### src/rtl/muldiv_unit.sv
// Iterative RV32M multiply/divide unit: shift-add multiply, restoring divide, valid/ready on both ends.
// Define MULDIV_EARLY_OUT_EN to finish zero-operand ops in one cycle.
module muldiv_unit #(
   parameter int unsigned XLEN           = 32,
   parameter int unsigned BITS_PER_CYCLE = 1,
   parameter int unsigned TAG_W          = 5
) (
   input  logic             clk,
   input  logic             reset,
   input  logic             in_valid,
   output logic             in_ready,
   input  logic [2:0]       funct3,
   input  logic [XLEN-1:0]  a,
   input  logic [XLEN-1:0]  b,
   input  logic [TAG_W-1:0] tag_in,
   input  logic             flush,
   output logic             out_valid,
   input  logic             out_ready,
   output logic [XLEN-1:0]  result,
   output logic [TAG_W-1:0] tag_out,
   output logic             busy
);

   localparam int unsigned Steps = XLEN / BITS_PER_CYCLE;
   localparam int unsigned CntW  = $clog2(Steps + 1);
   localparam logic [XLEN-1:0] MinNeg = {1'b1, {(XLEN-1){1'b0}}};

   typedef enum logic [1:0] {StIdle, StCalc, StFix, StDone} state_e;

   state_e stateQ, stateD;

   logic [CntW-1:0]  cntQ;
   logic [2:0]       opQ;
   logic [XLEN-1:0]  hiQ, loQ, magBQ, resultQ;
   logic [TAG_W-1:0] tagQ;
   logic             negAQ, negBQ;

   logic             accept;
   logic             isDiv, aSigned, bSigned, negA, negB;
   logic [XLEN-1:0]  magA, magB;
   logic             special;
   logic [XLEN-1:0]  specialRes;

   // Issue-side decode: operand magnitudes, sign flags and single-cycle special cases.
   always_comb begin
      isDiv   = funct3[2];
      aSigned = (funct3 != 3'b011) && (funct3 != 3'b101) && (funct3 != 3'b111);
      bSigned = (funct3 == 3'b000) || (funct3 == 3'b001) || (funct3 == 3'b100) ||
                (funct3 == 3'b110);
      negA    = aSigned & a[XLEN-1];
      negB    = bSigned & b[XLEN-1];
      magA    = negA ? -a : a;
      magB    = negB ? -b : b;

      special    = 1'b0;
      specialRes = '0;
      if (isDiv && (b == '0)) begin
         special    = 1'b1;
         specialRes = funct3[1] ? a : '1;
      end else if (isDiv && !funct3[0] && (a == MinNeg) && (b == '1)) begin
         special    = 1'b1;
         specialRes = funct3[1] ? '0 : a;
      end
`ifdef MULDIV_EARLY_OUT_EN
      else if (!isDiv && ((a == '0) || (b == '0))) begin
         special    = 1'b1;
         specialRes = '0;
      end else if (isDiv && (a == '0)) begin
         special    = 1'b1;
         specialRes = '0;
      end
`endif
   end

   assign accept = in_valid & (stateQ == StIdle) & ~flush;

   always_ff @(posedge clk) begin
      if (reset) stateQ <= StIdle;
      else       stateQ <= stateD;
   end

   always_comb begin
      stateD = stateQ;
      unique case (stateQ)
         StIdle:  if (in_valid) stateD = special ? StDone : StCalc;
         StCalc:  if (cntQ == CntW'(1)) stateD = StFix;
         StFix:   stateD = StDone;
         StDone:  if (out_ready) stateD = StIdle;
         default: stateD = StIdle;
      endcase
      if (flush) stateD = StIdle;
   end

   always_comb begin
      in_ready  = (stateQ == StIdle);
      busy      = (stateQ != StIdle);
      out_valid = (stateQ == StDone);
   end

   assign result  = resultQ;
   assign tag_out = tagQ;

   // hi/lo hold the running product (multiply) or remainder/quotient (divide).
   logic [XLEN:0]   mulSum, divRem;
   logic [XLEN-1:0] mulHi, mulLo, divHi, divLo;

   always_comb begin
      mulHi  = hiQ;
      mulLo  = loQ;
      mulSum = '0;
      for (int i = 0; i < BITS_PER_CYCLE; i++) begin
         mulSum = {1'b0, mulHi} + (mulLo[0] ? {1'b0, magBQ} : '0);
         mulLo  = {mulSum[0], mulLo[XLEN-1:1]};
         mulHi  = mulSum[XLEN:1];
      end
   end

   always_comb begin
      divHi  = hiQ;
      divLo  = loQ;
      divRem = '0;
      for (int i = 0; i < BITS_PER_CYCLE; i++) begin
         divRem = {divHi, divLo[XLEN-1]};
         divLo  = {divLo[XLEN-2:0], 1'b0};
         if (divRem >= {1'b0, magBQ}) begin
            divRem   = divRem - {1'b0, magBQ};
            divLo[0] = 1'b1;
         end
         divHi = divRem[XLEN-1:0];
      end
   end

   logic [2*XLEN-1:0] prod, prodS;
   logic [XLEN-1:0]   quoS, remS, fixRes;

   always_comb begin
      prod  = {hiQ, loQ};
      prodS = (negAQ ^ negBQ) ? -prod : prod;
      quoS  = (negAQ ^ negBQ) ? -loQ : loQ;
      remS  = negAQ ? -hiQ : hiQ;
      unique case (opQ)
         3'b000:                 fixRes = prodS[XLEN-1:0];
         3'b001, 3'b010, 3'b011: fixRes = prodS[2*XLEN-1:XLEN];
         3'b100, 3'b101:         fixRes = quoS;
         default:                fixRes = remS;
      endcase
   end

   always_ff @(posedge clk) begin
      if (reset) begin
         cntQ    <= '0;
         opQ     <= '0;
         hiQ     <= '0;
         loQ     <= '0;
         magBQ   <= '0;
         resultQ <= '0;
         tagQ    <= '0;
         negAQ   <= 1'b0;
         negBQ   <= 1'b0;
      end else begin
         if (accept) begin
            opQ   <= funct3;
            tagQ  <= tag_in;
            negAQ <= negA;
            negBQ <= negB;
            magBQ <= magB;
            hiQ   <= '0;
            loQ   <= magA;
            cntQ  <= CntW'(Steps);
            if (special) resultQ <= specialRes;
         end
         if (stateQ == StCalc) begin
            hiQ  <= opQ[2] ? divHi : mulHi;
            loQ  <= opQ[2] ? divLo : mulLo;
            cntQ <= cntQ - CntW'(1);
         end
         if ((stateQ == StFix) && !flush) resultQ <= fixRes;
      end
   end

endmodule

### config.mk
export PLATFORM = sky130hd
export DESIGN_NAME = muldiv_unit
export DESIGN_NICKNAME = d
export VERILOG_FILES = /design/src/rtl/muldiv_unit.sv
export SDC_FILE = /design/constraint.sdc
export NUM_CORES = 1
export LEC_CHECK = 0
export ABC_CLOCK_PERIOD_IN_PS = 7200
export CORE_UTILIZATION = 53
export DETAILED_ROUTE_END_ITERATION = 8
export PLACE_DENSITY = 0.71
export SYNTH_ARGS = -nofsm -noshare
export SYNTH_HDL_FRONTEND = slang
export SYNTH_SLANG_ARGS = --single-unit
### constraint.sdc
create_clock -name clk -period 7.2 [get_ports clk]
set_clock_uncertainty 0.2 [all_clocks]
set_input_delay 1.08 -clock clk [delete_from_list [all_inputs] [get_ports clk]]
set_output_delay 1.08 -clock clk [all_outputs]
set_load 0.01 [all_outputs]
---- Word-level counts from Yosys, hierarchy flattened ----
Index checks and enable logic that the tools add are counted.
operators by class
  add/sub/neg operators ................... 8
  magnitude comparators ................... 1
  eq/ne operators ......................... 20
  mux-type cells .......................... 31
  bitwise operators ....................... 6
  reductions and logical operators ........ 25
operators by type and width
  operator              number
  $mux 32               19
  $neg 32->32           4
  $pmux 32 s3           1
  $eq 32x32->1 const B  2
  $mux 64               1
  $neg 64->64           1
  $add 32x32->33        1
  $ge 33x32->1          1
  $logic_not 32->1      1
  $sub 32x32->32        1
  $eq 3x3->1 const B    4
  $mux 6                2
  $mux 2                4
  $pmux 2 s4            1
  $reduce_bool 2->1     4
  $logic_and 1x1->1     7
  $eq 3x1->1 const B    2
  $eq 3x2->1 const B    2
  $eq 6x1->1 const B    1
  $logic_not 3->1       2
  $ne 3x3->1 const B    2
  $sub 6x1->6 const B   1
  $and 1x1->1           4
  $eq 2x2->1 const B    2
  other kinds (14)      21
storage, ports and cells
  flip-flop bits (word level) ............. 146
  output and inout port bits .............. 40
  logic and storage cells ................. 101

---- Logic depth before layout (Yosys ltp) ----
Gate-level depths: netlist of the first run.
  depth in word-level cells ............... 9
  mapped depth ............................ 15
  depth with buffers taken out ............ 14

---- Worst setup path after synthesis of the first run ----
No wires, ideal clock.
  path kind ............................... input to register
  start point ............................. input a[5]
  end point ............................... register resultQ[0] (netlist: result[0])
  data arrival time ....................... 3330 ps
  required time ........................... 6909 ps
  setup slack ............................. 3579 ps
  cell stages on the path ................. 9
  cells stage by stage .................... or3_1 > nor4_1 > nand3_1 > nor3_1 > a21oi_1 > nor2_1 > clkbuf_1 > o21ai_0 > a311oi_1
on the way
  cells in the longest elaborated chain, start to end .. 8
  elaborated cells on any way between the ends .. 12
  those cells by class .................... 1 x eq/ne; 7 x mux; 4 x reduce/logical
RTL lines
  item                              RTL line  RTL
  start: declaration                13        input logic [XLEN-1:0] a,
  $eq 32x32->1 *                    60        end else if (isDiv && !funct3[0] && (a == MinNeg) && (b == '1)) begin
  $logic_and 1x1->1 * (2 in a row)  60
  $mux 32                           60
  $mux 32                           57        if (isDiv && (b == '0)) begin
  $mux 32                           170       if (special) resultQ <= specialRes;
  $mux 32                           161       if (accept) begin
  $mux 32                           177       if ((stateQ == StFix) && !flush) resultQ <= fixRes;
  end signal: assignment            170
  end signal: assignment            177
  end: declaration                  34        logic [XLEN-1:0] hiQ, loQ, magBQ, resultQ;
Every way passes the cells marked *; elsewhere a longest branch is shown, timed or not. The select of a mux whose other input is x is not followed.
A chain may end at the register's enable or synchronous reset.

---- Worst setup path after layout of the first run ----
  start point ............................. input a[0]
  end point ............................... register resultQ[0] (netlist: result[0])
on the way
  cells in the longest elaborated chain, start to end .. 8
  elaborated cells on any way between the ends .. 14
  those cells by class .................... 1 x eq/ne; 9 x mux; 4 x reduce/logical
RTL lines
  item                            RTL line
  $eq 32x32->1                    60
  $logic_and 1x1->1 (2 in a row)  60
  $mux 32                         60
  $mux 32                         57
  $mux 32                         170
  $mux 32                         161
  $mux 32                         177
Parallel ways exist; a longest one is shown, timed or not. The select of a mux whose other input is x is not followed.

==> results of run 1 <==
## cells in the final DEF (no fill, tap or decap), types with 7 or more instances in the layout
cell	synthesis	routed
o21ai_0	160	159
nor3_1	45	44
nor4_1	14	14
clkbuf_16	0	17
a21o_1	31	31
a311oi_1	7	7
nor2_1	205	205
nor2b_1	8	7
or2_2	9	9
nand2b_1	19	19
ha_1	75	74
mux2i_1	47	47
buf_4	0	23
clkdlybuf4s50_1	0	115
a211oi_1	118	118
o41ai_1	9	9
a31oi_1	18	18
nand2_1	156	156
dfxtp_1	146	144
inv_1	80	80
xnor2_1	94	93
or3_1	36	36
and3_1	12	12
xor2_1	78	77
a221oi_1	13	13
a22oi_1	18	18
o21bai_1	12	12
a21oi_1	236	235
or4_1	12	12
nand3_1	21	21
nand4_1	21	21
o31ai_1	25	25
o21a_1	8	8
and2_1	8	8
o221ai_1	26	26
## cell type report
class	count	area [sq um]
flip-flops and latches	146	2925
well taps	335	419.2
multi-input cells	1610	10360
clock buffers	18	429.2
fillers	2469	10110
inverters	80	300.3
repair buffers	138	1324
clock inverters	14	185.2
## sequential cells by signal, indices dropped and copies added, names as in the netlist
name / cells
hiQ: 32
loQ: 32
magBQ: 32
result: 32
cntQ: 6
tag_out: 5
opQ: 3
stateQ: 2
negAQ: 1
negBQ: 1
## worst max-delay path: cells and delay by family
family          cells  cell delay [ns]
compound gates      3             0.57
fa+ha+maj           1             0.19
simple gates        5             2.07
buf+inv             3             0.90
## how the worst max path moves through the flow
stage,startpoint,end,cells after the start
2_1_floorplan,a[5],result[0]$_SDFFE_PP0P_,9
3_3_place_gp,a[5],result[8]$_SDFFE_PP0P_,12
3_5_place_dp,a[5],result[0]$_SDFFE_PP0P_,10
4_1_cts,a[5],result[0]$_SDFFE_PP0P_,10
5_1_grt,a[0],result[0]$_SDFFE_PP0P_,12
6_report,a[0],result[0]$_SDFFE_PP0P_,12
## kinds of logic after synthesis
logic type	synth area share [%]
adder cells (fa/ha/maj)	6.945
multiplexers	3.499
AND/OR/NAND/NOR	19.96
AO/OA/AOI/OAI	32.06
XOR/XNOR	10.69
buffers and inverters	6.092
flip-flops	20.75
## metrics by stage
step / util, % / worst slack [ns] / power, W / cells
global route: 61.19 / 2.374 / 0.002646 / 2341
floorplan: - / 3.579 / 0.001360 / 1983
CTS: 61.19 / 2.683 / 0.002531 / 2341
detailed placement: 58.83 / 2.258 / 0.001567 / 2309
global placement: 58.83 / 2.415 / 0.001558 / 2309
finish: 61.19 / 2.534 / 0.002545 / 2341
## where the power goes
group,internal (W),leakage [nW],total (W),switching (W)
sequential,0.000844,1.19,0.000904,0.0000593
combinational,0.000261,4.52,0.000666,0.000404
clock,0.000531,0.302,0.000976,0.000445
total,0.00164,6.01,0.00255,0.000908
## metal layers
layer	share of wire, %	vias to the layer above	GRT usage [%]
met1	45	7111	50.90
li1	-	7259	-
met3	8.6	87	6.630
met2	44	762	53.90
met4	2.5	2	10.26
met5	0.027	-	0
==> results by group, run 1 <==
Clocking
  • Clock Path Buffers: 2
  • Clock net sink count: 146
  • CTS tree: built
  • Clock network latency to the later pin of the worst-skew pair: between 0.4 and 0.5 ns
  • Total CTS buffers: 17
  • Root Buffer: clkbuf_16
  • # H-tree levels: 4
  • PostCTS Resize Cnt: 0
  • CTS clk-pin slew, worst paths: 0.08 ns
  • Hold_buf cts: 0
  • Postcts setup bufs: 0

Synth
  • Avg Inst Size Synth: approximately 7.1 sq um
  • Commonest cells in the netlist: a21oi_1 (236), nor2_1 (205), o21ai_0 (160)
  • Yosys warns: 0
  • Syn_nets: 2137
  • Synth top area share: 20.75%
  • Count leader, synth: a21oi_1
  • Mapped Area: 14090 sq um
  • Synth unique cells: 70
  • Syn Inst Count: 1983
  • Largest area contributor in the netlist: dfxtp_1
  • Synth Flop Type: dfxtp_1
  • Share of synthesized flip-flops with an asynchronous set or reset: 0%
  • Main area contributors after synthesis: dfxtp_1 (21%), a21oi_1 (8.4%), ha_1 (6.7%)
  • Post-synth EDFFs: 0
  • Post-synthesis sequential area ratio: 20.75%
  • Seq cells post-synth: ~150

Critical path
  • R2R setup slack: approximately 2.7 ns
  • Arrival time worst endpoint: 4.82 ns
  • Worst R2R Path Depth: 13
  • Crit Path Category: primary input to flop
  • Max incr delay on CP: 0.96 ns
  • Startpoint types: primary input
  • Slowest stage cell, crit path: nor4_1
  • Crit path max fanout: 30
  • Cell Chain, Critical Path: clkdlybuf4s50_1 -> inv_1 -> ha_1 -> nand2b_1 -> nor4_1 -> nand3_1 -> nor3_1 -> a21oi_1 -> nor2_1 -> buf_4 -> o21ai_0 -> a311oi_1
  • Critical R2R Capture: hiQ[27]$_SDFFE_PP0P_
  • Worst EP required: approximately 7.4 ns
  • Worst setup EP type: flop
  • Reg2Reg Launch Point: loQ[0]$_SDFFE_PP0P_

GRT
  • Grt ovf: 0
  • Vias in the first global route: 13670
  • Largest net degree at the start of global routing: 78
  • Global-route wire length before repair: approximately 76 mm
  • GRT Total Usage: between 30% and 40%
  • Initial antenna violation count: 1

Status
  • Status: finished clean

Detailed routing
  • Via-to-Cell Ratio: 6.502
  • Total number of vias: 15220
  • Wire per inst: 20.77 um
  • Drt total wl: 48.62 mm
  • Routed Antenna Nets: 0
  • Initial DRC count: about 1800
  • DRT Pass-1 Iters: 5
  • DRC errors left: 0

Power
  • Power density over the cells: 159.7 nW/um^2
  • Leak: 6.011 nW
  • VDD IR max: 149.2 uV

Floorplan
  • Die Height: 165.0 um
  • Chip Width: roughly 170 um
  • Initial Utilization: 54.06%
  • I/O pins: around 120
  • Area of the core: 26060 sq um
  • Row count: 59
  • Total die area: 27240 sq um

Finish
  • Ant diodes: 0
  • Fin nets: 2147
  • Share of cells above drive strength 1: 4.437%
  • Design Area, Final: 15940 sq um
  • Area delta synth->final: 13.17%

Timing
  • Peak Freq: 214.3 MHz
  • RSZ-0062 raised after global routing: false
  • Setup TNS: 0 ns
  • Hold Vio Cnt, Final: 0
  • Final worst-path cycle share: 64.81%
  • Fin crit period: 4.666 ns
  • Final setup fails: 0
  • Slew HR: 23.87%
  • Worst-Margin Slew: between 1 and 1.5 ns
  • Final slew viol count: 0
  • Worst Hold Slack: 0.2536 ns

Min path
  • WHS Endpoint: tag_out[2]$_SDFFE_PP0P_
  • Worst min path class: flop to flop
  • HP Start: tag_out[2]$_SDFFE_PP0P_
  • WHS Path Cells: 2

Run
  • Max cap viols: 0

Placement
  • DPL Wire Length: 35.82 mm
  • Placed Instance Area: around 15000 sq um
  • Number of port buffers: 116
  • Final GP Congestion: approximately 0.95
(Power assumes the default switching activity.)
==> run 2, diff against run 1 <==
--- a/config.mk
+++ b/config.mk
@@ -5,7 +5,7 @@
 export SDC_FILE = /design/constraint.sdc
 export NUM_CORES = 1
 export LEC_CHECK = 0
-export ABC_CLOCK_PERIOD_IN_PS = 7200
+export ABC_CLOCK_PERIOD_IN_PS = 4800
 export CORE_UTILIZATION = 53
 export DETAILED_ROUTE_END_ITERATION = 8
 export PLACE_DENSITY = 0.71
==> constraint.sdc (replaced) <==
create_clock -name clk -period 4.8 [get_ports clk]
set_clock_uncertainty 0.2 [all_clocks]
set_input_delay 0.72 -clock clk [delete_from_list [all_inputs] [get_ports clk]]
set_output_delay 0.72 -clock clk [all_outputs]
set_load 0.01 [all_outputs]
==> run 2 against run 1 <==
  * Sequential share of layout area fell by 0.18 points
  * Worst setup slack got worse by 1.8 ns
  * Global-route usage down 0.38 points
  * Power up 50%
  * Flip-flop and latch count unchanged
  * Largest power group unchanged
  * Register-to-register slack worse by 2.0 ns
  * Sequential power is 49% higher
  * Wire length shrank 0.94%
  * Highest routed layer unchanged
  * Via count is 1.1% higher
  * Critical endpoint is now hiQ[27]$_SDFFE_PP0P_
==> results by group, run 2 (synthesized netlist as in run 1, its figures left out) <==
Critical path
  • Worst setup EP type: flop (unchanged)
  • Worst Setup SP: loQ[0]$_SDFFE_PP0P_ (was a[0])
  • Startpoint types: flop (was primary input)
  • Crit path max fanout: 16 (was 30)
  • Arrival time worst endpoint: 4.27 ns (was 4.82 ns)
  • Slowest stage cell, crit path: or4b_2 (was nor4_1)
  • Crit Path Category: flop to flop (was primary input to flop)
  • Delay-heaviest family, CP: compound AO/OA/AOI/OAI gates (was simple AND/OR/NAND/NOR gates)
  • Worst EP required: 4.98 ns (was 7.35 ns)
  • CP bufs+invs: 2 (was 3)
  • Max incr delay on CP: 0.70 ns (was 0.96 ns)
  • Reg2Reg Launch Point: loQ[0]$_SDFFE_PP0P_ (unchanged)
  • Cell Chain, Critical Path: inv_1 -> buf_4 -> nor2_1 -> ha_1 -> o21a_1 -> o31ai_1 -> a21oi_1 -> or4b_2 -> nand3b_1 -> a21oi_1 -> o21ai_0 -> o21a_1 -> mux2i_1 -> a22o_1 (was clkdlybuf4s50_1 -> inv_1 -> ha_1 -> nand2b_1 -> nor4_1 -> nand3_1 -> nor3_1 -> a21oi_1 -> nor2_1 -> buf_4 -> o21ai_0 -> a311oi_1)

Placement
  • Final GP Congestion: 1.001 (was 0.9511)
  • DPL Wire Length: 35.98 mm (was 35.82 mm)
  • Number of port buffers: 116 (unchanged)
  • Placed instance count: 2329 (was 2309)

Power
  • Power density over the cells: 237.7 nW/um^2 (was 159.7 nW/um^2)
  • Leak: 6.116 nW (was 6.011 nW)
  • VDD IR max: 220.9 uV (was 149.2 uV)

Timing
  • Peak Freq: 244.4 MHz
  • Final setup fails: 0 (unchanged)
  • Final slew viol count: 0 (unchanged)
  • Final worst-path cycle share: around 85%
  • Fin crit period: 4.091 ns
  • RSZ-0062 raised after global routing: false (unchanged)
  • Slew HR: 26.87% (was 23.87%)
  • Worst-Margin Slew: 1.094 ns (was 1.131 ns)
  • Hold Vio Cnt, Final: 0 (unchanged)
  • Setup TNS: 0 ns (unchanged)

Finish
  • Area delta synth->final: 14.22% (was 13.17%)
  • Commonest non-fill, non-tap cells in the layout: a21oi_1 (235), nor2_1 (205), o21ai_0 (160) (was a21oi_1 (235), nor2_1 (205), o21ai_0 (159))
  • Fin nets: 2167 (was 2147)
  • Multi-input gate area: 10350 sq um (was 10360 sq um)
  • Fin cells: 2361 (was 2341)
  • Most common cell after layout, fill and taps aside: a21oi_1 (unchanged)
  • Share of cells above drive strength 1: 5.331% (was 4.437%)
  • # fillers: 2467 (was 2469)
  • Ant diodes: 0 (unchanged)
  • Sequential Area: 2924 sq um (was 2925 sq um)

Status
  • Status: finished clean (unchanged)

Detailed routing
  • Via-to-Cell Ratio: 6.520 (was 6.502)
  • Wire per inst: 20.40 um (was 20.77 um)
  • DRC errors left: 0 (unchanged)
  • Total number of vias: 15390 (was 15220)
  • DRT Pass-1 Iters: 6 (was 5)
  • Initial DRC count: 1914 (was 1822)
  • Routed Antenna Nets: 0 (unchanged)
  • Drt total wl: 48.17 mm (was 48.62 mm)

Clocking
  • Postcts setup bufs: 0 (unchanged)
  • Total CTS buffers: 17 (unchanged)
  • Clock network latency to the later pin of the worst-skew pair: 0.45 ns (about the same)
  • # H-tree levels: 4 (unchanged)
  • PostCTS Resize Cnt: 0 (unchanged)
  • CTS tree: built (unchanged)
  • Root Buffer: clkbuf_16 (unchanged)
  • Hold_buf cts: 0 (unchanged)
  • Clock Path Buffers: 2 (unchanged)
  • Clock net sink count: 146 (unchanged)
  • CTS clk-pin slew, worst paths: 0.07 ns (was 0.08 ns)

Floorplan
  • Chip Width: 165.0 um (unchanged)
  • Row count: 59 (unchanged)
  • I/O pins: 117 (unchanged)
  • Initial Utilization: 54.06% (unchanged)
  • Area of the core: 26060 sq um (unchanged)
  • Total die area: 27240 sq um (unchanged)
  • Die Height: 165.0 um (unchanged)

GRT
  • Initial antenna violation count: 1 (unchanged)
  • Global-route wire length before repair: 75.22 mm (was 75.78 mm)
  • GRT Total Usage: 35.25% (was 35.63%)
  • Vias in the first global route: 13810 (was 13670)
  • Largest net degree at the start of global routing: 96 (was 78)
  • Grt ovf: 0 (unchanged)

Min path
  • Worst min path class: flop to flop (unchanged)
  • HP Start: tag_out[2]$_SDFFE_PP0P_ (unchanged)

Run
  • Max cap viols: 0 (unchanged)
-- run 2: final timing paths --
| kind | endpoint | slack (ns) | cells after the start |
|---|---|---|---|
| min | tag_out[2]$_SDFFE_PP0P_ | 0.26 | 2 |
| max | hiQ[27]$_SDFFE_PP0P_ | 0.71 | 14 |
| max reg2reg | hiQ[27]$_SDFFE_PP0P_ | 0.71 | 14 |
| min reg2reg | tag_out[2]$_SDFFE_PP0P_ | 0.26 | 2 |
-- run 2: worst reg2reg max path, stage by stage (launching register included) --
cell and delay (ns):
dfxtp_1 0.51, inv_1 0.12, buf_4 0.22, nor2_1 0.11
ha_1 0.28, o21a_1 0.19, o31ai_1 0.10, a21oi_1 0.19
or4b_2 0.70, nand3b_1 0.20, a21oi_1 0.17, o21ai_0 0.41
o21a_1 0.28, mux2i_1 0.23, a22o_1 0.14
-- run 2: where the power goes --
part / internal, W / switching, W / leakage (nW)
sequential: 0.00127 / 0.0000822 / 1.19
combinational: 0.000406 / 0.000617 / 4.63
clock: 0.000796 / 0.000657 / 0.301
total: 0.00247 / 0.00136 / 6.12
-- run 2: layer usage --
metal / wire length (um) / vias up / global-route usage, %
met3: 4300 / 91 / 5.650
met4: 1355 / 2 / 11.26
met1: 21820 / 7223 / 51.18
met5: 13 / - / 0
met2: 20680 / 768 / 52.47
li1: - / 7309 / -
-- run 2: layout make-up --
| type | count | share of cell area [%] |
|---|---|---|
| clock buffer | 18 | 2.667 |
| clock inverter | 14 | 1.135 |
| inverter | 80 | 1.866 |
| multi-input combinational | 1610 | 64.32 |
| sequential | 146 | 18.17 |
| tap | 335 | 2.605 |
| timing repair buffer | 158 | 9.237 |
-- run 2: per-stage QoR --
stage	cell area [sq um]	setup WS (ns)	utilization, %	total power (W)	hold slack [ns]
3_3_place_gp	15480	0.5970	59.40	0.002354	0.2404
2_1_floorplan	14090	1.338	-	0.002040	0.2319
6_report	16090	0.7087	61.75	0.003825	0.2577
5_1_grt	16090	0.4394	61.75	0.003979	0.2794
4_1_cts	16090	0.8005	61.75	0.003813	0.2609
3_5_place_dp	15480	0.4421	59.40	0.002370	0.2505
==> run 3, diff against run 2 <==
--- a/config.mk
+++ b/config.mk
@@ -6,9 +6,9 @@
 export NUM_CORES = 1
 export LEC_CHECK = 0
 export ABC_CLOCK_PERIOD_IN_PS = 4800
-export CORE_UTILIZATION = 53
+export CORE_UTILIZATION = 30
 export DETAILED_ROUTE_END_ITERATION = 8
-export PLACE_DENSITY = 0.71
+export PLACE_DENSITY = 0.44
 export SYNTH_ARGS = -nofsm -noshare
 export SYNTH_HDL_FRONTEND = slang
 export SYNTH_SLANG_ARGS = --single-unit
==> run 3 against run 2 <==
  * Critical path depth down 4
  * First-iteration DRC count fell by 45%
  * Power shrank 2.6%
  * Non-clock buffer count is 10 higher
  * Clock power down 8%
  * Highest routed layer is now met4
  * Die area increased by 76%
  * Register-to-register slack got worse by 0.06 ns
  * Worst setup slack lost 0.089 ns
  * Utilization shrank 26 points
  * Flip-flop and latch count stayed put
  * Design area grew 2.3%
  * Sequential power is essentially flat
==> results by group, run 3 (synthesized netlist as in run 1, its figures left out) <==
Timing
  • Hold Vio Cnt, Final: 0 (unchanged)
  • Fin crit period: 4.180 ns (was 4.091 ns)
  • Final worst-path cycle share: 87.09% (was 85.23%)
  • Worst-Margin Slew: 0.9770 ns (was 1.094 ns)
  • Final setup fails: 0 (unchanged)
  • Worst Hold Slack: 0.2514 ns (was 0.2577 ns)
  • Setup TNS: 0 ns (unchanged)
  • RSZ-0062 raised after global routing: false (unchanged)
  • Peak Freq: 239.2 MHz (was 244.4 MHz)
  • Final slew viol count: 0 (unchanged)
  • Slew HR: 34.87% (was 26.87%)

Placement
  • Placed Instance Area: 15920 sq um (was 15480 sq um)
  • Placed instance count: 2611 (was 2329)
  • DPL Wire Length: 41.73 mm (was 35.98 mm)
  • Number of port buffers: 116 (unchanged)
  • Final GP Congestion: 0.8905 (was 1.001)

Critical path
  • Max incr delay on CP: 0.65 ns (was 0.70 ns)
  • Worst setup EP type: flop (unchanged)
  • Crit Path Category: primary input to flop (was flop to flop)
  • Startpoint types: primary input (was flop)
  • Worst EP required: 5.00 ns (was 4.98 ns)
  • Slowest stage cell, crit path: or4_1 (was or4b_2)
  • Cell Chain, Critical Path: clkdlybuf4s50_1 -> or4_1 -> nor4_1 -> nand3_1 -> nor3_1 -> a21oi_1 -> nor2_1 -> buf_4 -> o21ai_0 -> a311oi_1 (was inv_1 -> buf_4 -> nor2_1 -> ha_1 -> o21a_1 -> o31ai_1 -> a21oi_1 -> or4b_2 -> nand3b_1 -> a21oi_1 -> o21ai_0 -> o21a_1 -> mux2i_1 -> a22o_1)
  • Crit path max fanout: 30 (was 16)
  • Arrival time worst endpoint: 4.38 ns (was 4.27 ns)

Floorplan
  • I/O pins: 117 (unchanged)
  • Chip Width: 218.7 um (was 165.0 um)
  • Row count: 79 (was 59)
  • Initial Utilization: 30.33% (was 54.06%)
  • Die Height: 218.7 um (was 165.0 um)
  • Area of the core: 46460 sq um (was 26060 sq um)
  • Total die area: 47830 sq um (was 27240 sq um)

GRT
  • Global-route wire length before repair: 84.32 mm (was 75.22 mm)
  • Vias in the first global route: 13860 (was 13810)
  • Largest net degree at the start of global routing: 79 (was 96)
  • Initial antenna violation count: 0 (was 1)
  • Grt ovf: 0 (unchanged)
  • GRT Total Usage: 23.18% (was 35.25%)

Clocking
  • CTS clk-pin slew, worst paths: 0.07 ns (about the same)
  • Clock Path Buffers: 2 (unchanged)
  • Postcts setup bufs: 0 (unchanged)
  • CTS tree: built (unchanged)
  • # H-tree levels: 4 (unchanged)
  • Hold_buf cts: 0 (unchanged)
  • Clock network latency to the later pin of the worst-skew pair: 0.50 ns (was 0.45 ns)
  • Clock net sink count: 146 (unchanged)
  • PostCTS Resize Cnt: 0 (unchanged)
  • Total CTS buffers: 17 (unchanged)
  • Root Buffer: clkbuf_16 (unchanged)

Finish
  • Fin cells: 2643 (was 2361)
  • Area delta synth->final: 16.87% (was 14.22%)
  • Multi-input gate area: 10360 sq um (was 10350 sq um)
  • Most common cell after layout, fill and taps aside: a21oi_1 (unchanged)
  • Design Area, Final: 16470 sq um (was 16090 sq um)
  • Share of cells above drive strength 1: 5.894% (was 5.331%)
  • # fillers: 5002 (was 2467)
  • Sequential Area: 2924 sq um (unchanged)
  • Ant diodes: 0 (unchanged)
  • Util after Layout: 35.44% (was 61.75%)
  • Commonest non-fill, non-tap cells in the layout: a21oi_1 (235), nor2_1 (204), o21ai_0 (160) (was a21oi_1 (235), nor2_1 (205), o21ai_0 (160))
  • Fin nets: 2177 (was 2167)

Detailed routing
  • Met2 wire length: 23.94 mm (was 20.68 mm)
  • M1 wire length: 26.73 mm (was 21.82 mm)
  • DRC errors left: 0 (unchanged)
  • Total number of vias: 14890 (was 15390)
  • Via-to-Cell Ratio: 5.634 (was 6.520)
  • Routed Antenna Nets: 0 (unchanged)
  • DRT Pass-1 Iters: 5 (was 6)
  • Wire per inst: 20.87 um (was 20.40 um)
  • Initial DRC count: 1047 (was 1914)
  • DR WL met3: 3.262 mm (was 4.300 mm)
  • Drt total wl: 55.16 mm (was 48.17 mm)
  • Top sig layer: met4 (was met5)

Power
  • VDD IR max: 246.5 uV (was 220.9 uV)
  • Sequential power share: 36.1% (was 35.3%)
  • Power density over the cells: 226.3 nW/um^2 (was 237.7 nW/um^2)
  • Leak: 6.137 nW (was 6.116 nW)
  • Switch share: 36.99% (was 35.47%)
  • Internal power: 0.002348 W (was 0.002468 W)
  • Psw: 0.001378 W (was 0.001357 W)
  • Clock Power Share: 35.9% (was 38.0%)
  • Comb power frac: 28.0% (was 26.8%)

Status
  • Status: finished clean (unchanged)

Run
  • Max cap viols: 0 (unchanged)

Min path
  • Worst min path class: flop to flop (unchanged)
-- run 3: final cells by class --
class	count	area share, %
clock buffer	17	2.584
clock inverter	15	0.7447
inverter	80	1.824
multi-input combinational	1610	62.92
sequential	146	17.76
tap	607	4.612
timing repair buffer	168	9.559
-- run 3: power by group through the flow --
| stage | Sequential (W) | Clock, W | Combinational (W) |
|---|---|---|---|
| 2_1_floorplan | 0.00133 | 0 | 0.000708 |
| 3_3_place_gp | 0.00137 | 0 | 0.00103 |
| 3_5_place_dp | 0.00137 | 0 | 0.00103 |
| 4_1_cts | 0.00134 | 0.00138 | 0.00104 |
| 5_1_grt | 0.00135 | 0.00142 | 0.00115 |
| 6_report | 0.00135 | 0.00134 | 0.00104 |
-- run 3: critical path: cells and delay by family --
family | cells | cell delay [ns]
AO/OA/AOI/OAI | 3 | 0.57
AND/OR/NAND/NOR | 5 | 2.24
buffers and inverters | 2 | 0.82
-- run 3: path summary, 6_finish.rpt --
check                                       startpoint                      end  slack (ns)  cells past startpoint
worst min-delay path            magBQ[15]$_SDFFE_PP0P_   magBQ[15]$_SDFFE_PP0P_        0.25                      2
worst max-delay path                             a[10]   result[6]$_SDFFE_PP0P_        0.62                     10
worst max register to register     loQ[0]$_SDFFE_PP0P_  result[10]$_SDFFE_PP0P_        0.65                     13
worst min register to register  magBQ[15]$_SDFFE_PP0P_   magBQ[15]$_SDFFE_PP0P_        0.25                      2
-- run 3: layer usage --
layer,up-vias,GRT usage [%]
li1,7327,-
met1,7092,32.90
met2,419,34.83
met3,52,4.551
met4,0,7.222
met5,-,0
-- run 3: stage by stage --
stage	power (W)	worst slack (ns)
floorplan	0.002040	1.338
global placement	0.002405	0.2969
detailed placement	0.002406	0.2377
CTS	0.003764	0.6826
global route	0.003929	0.3813
finish	0.003726	0.6198
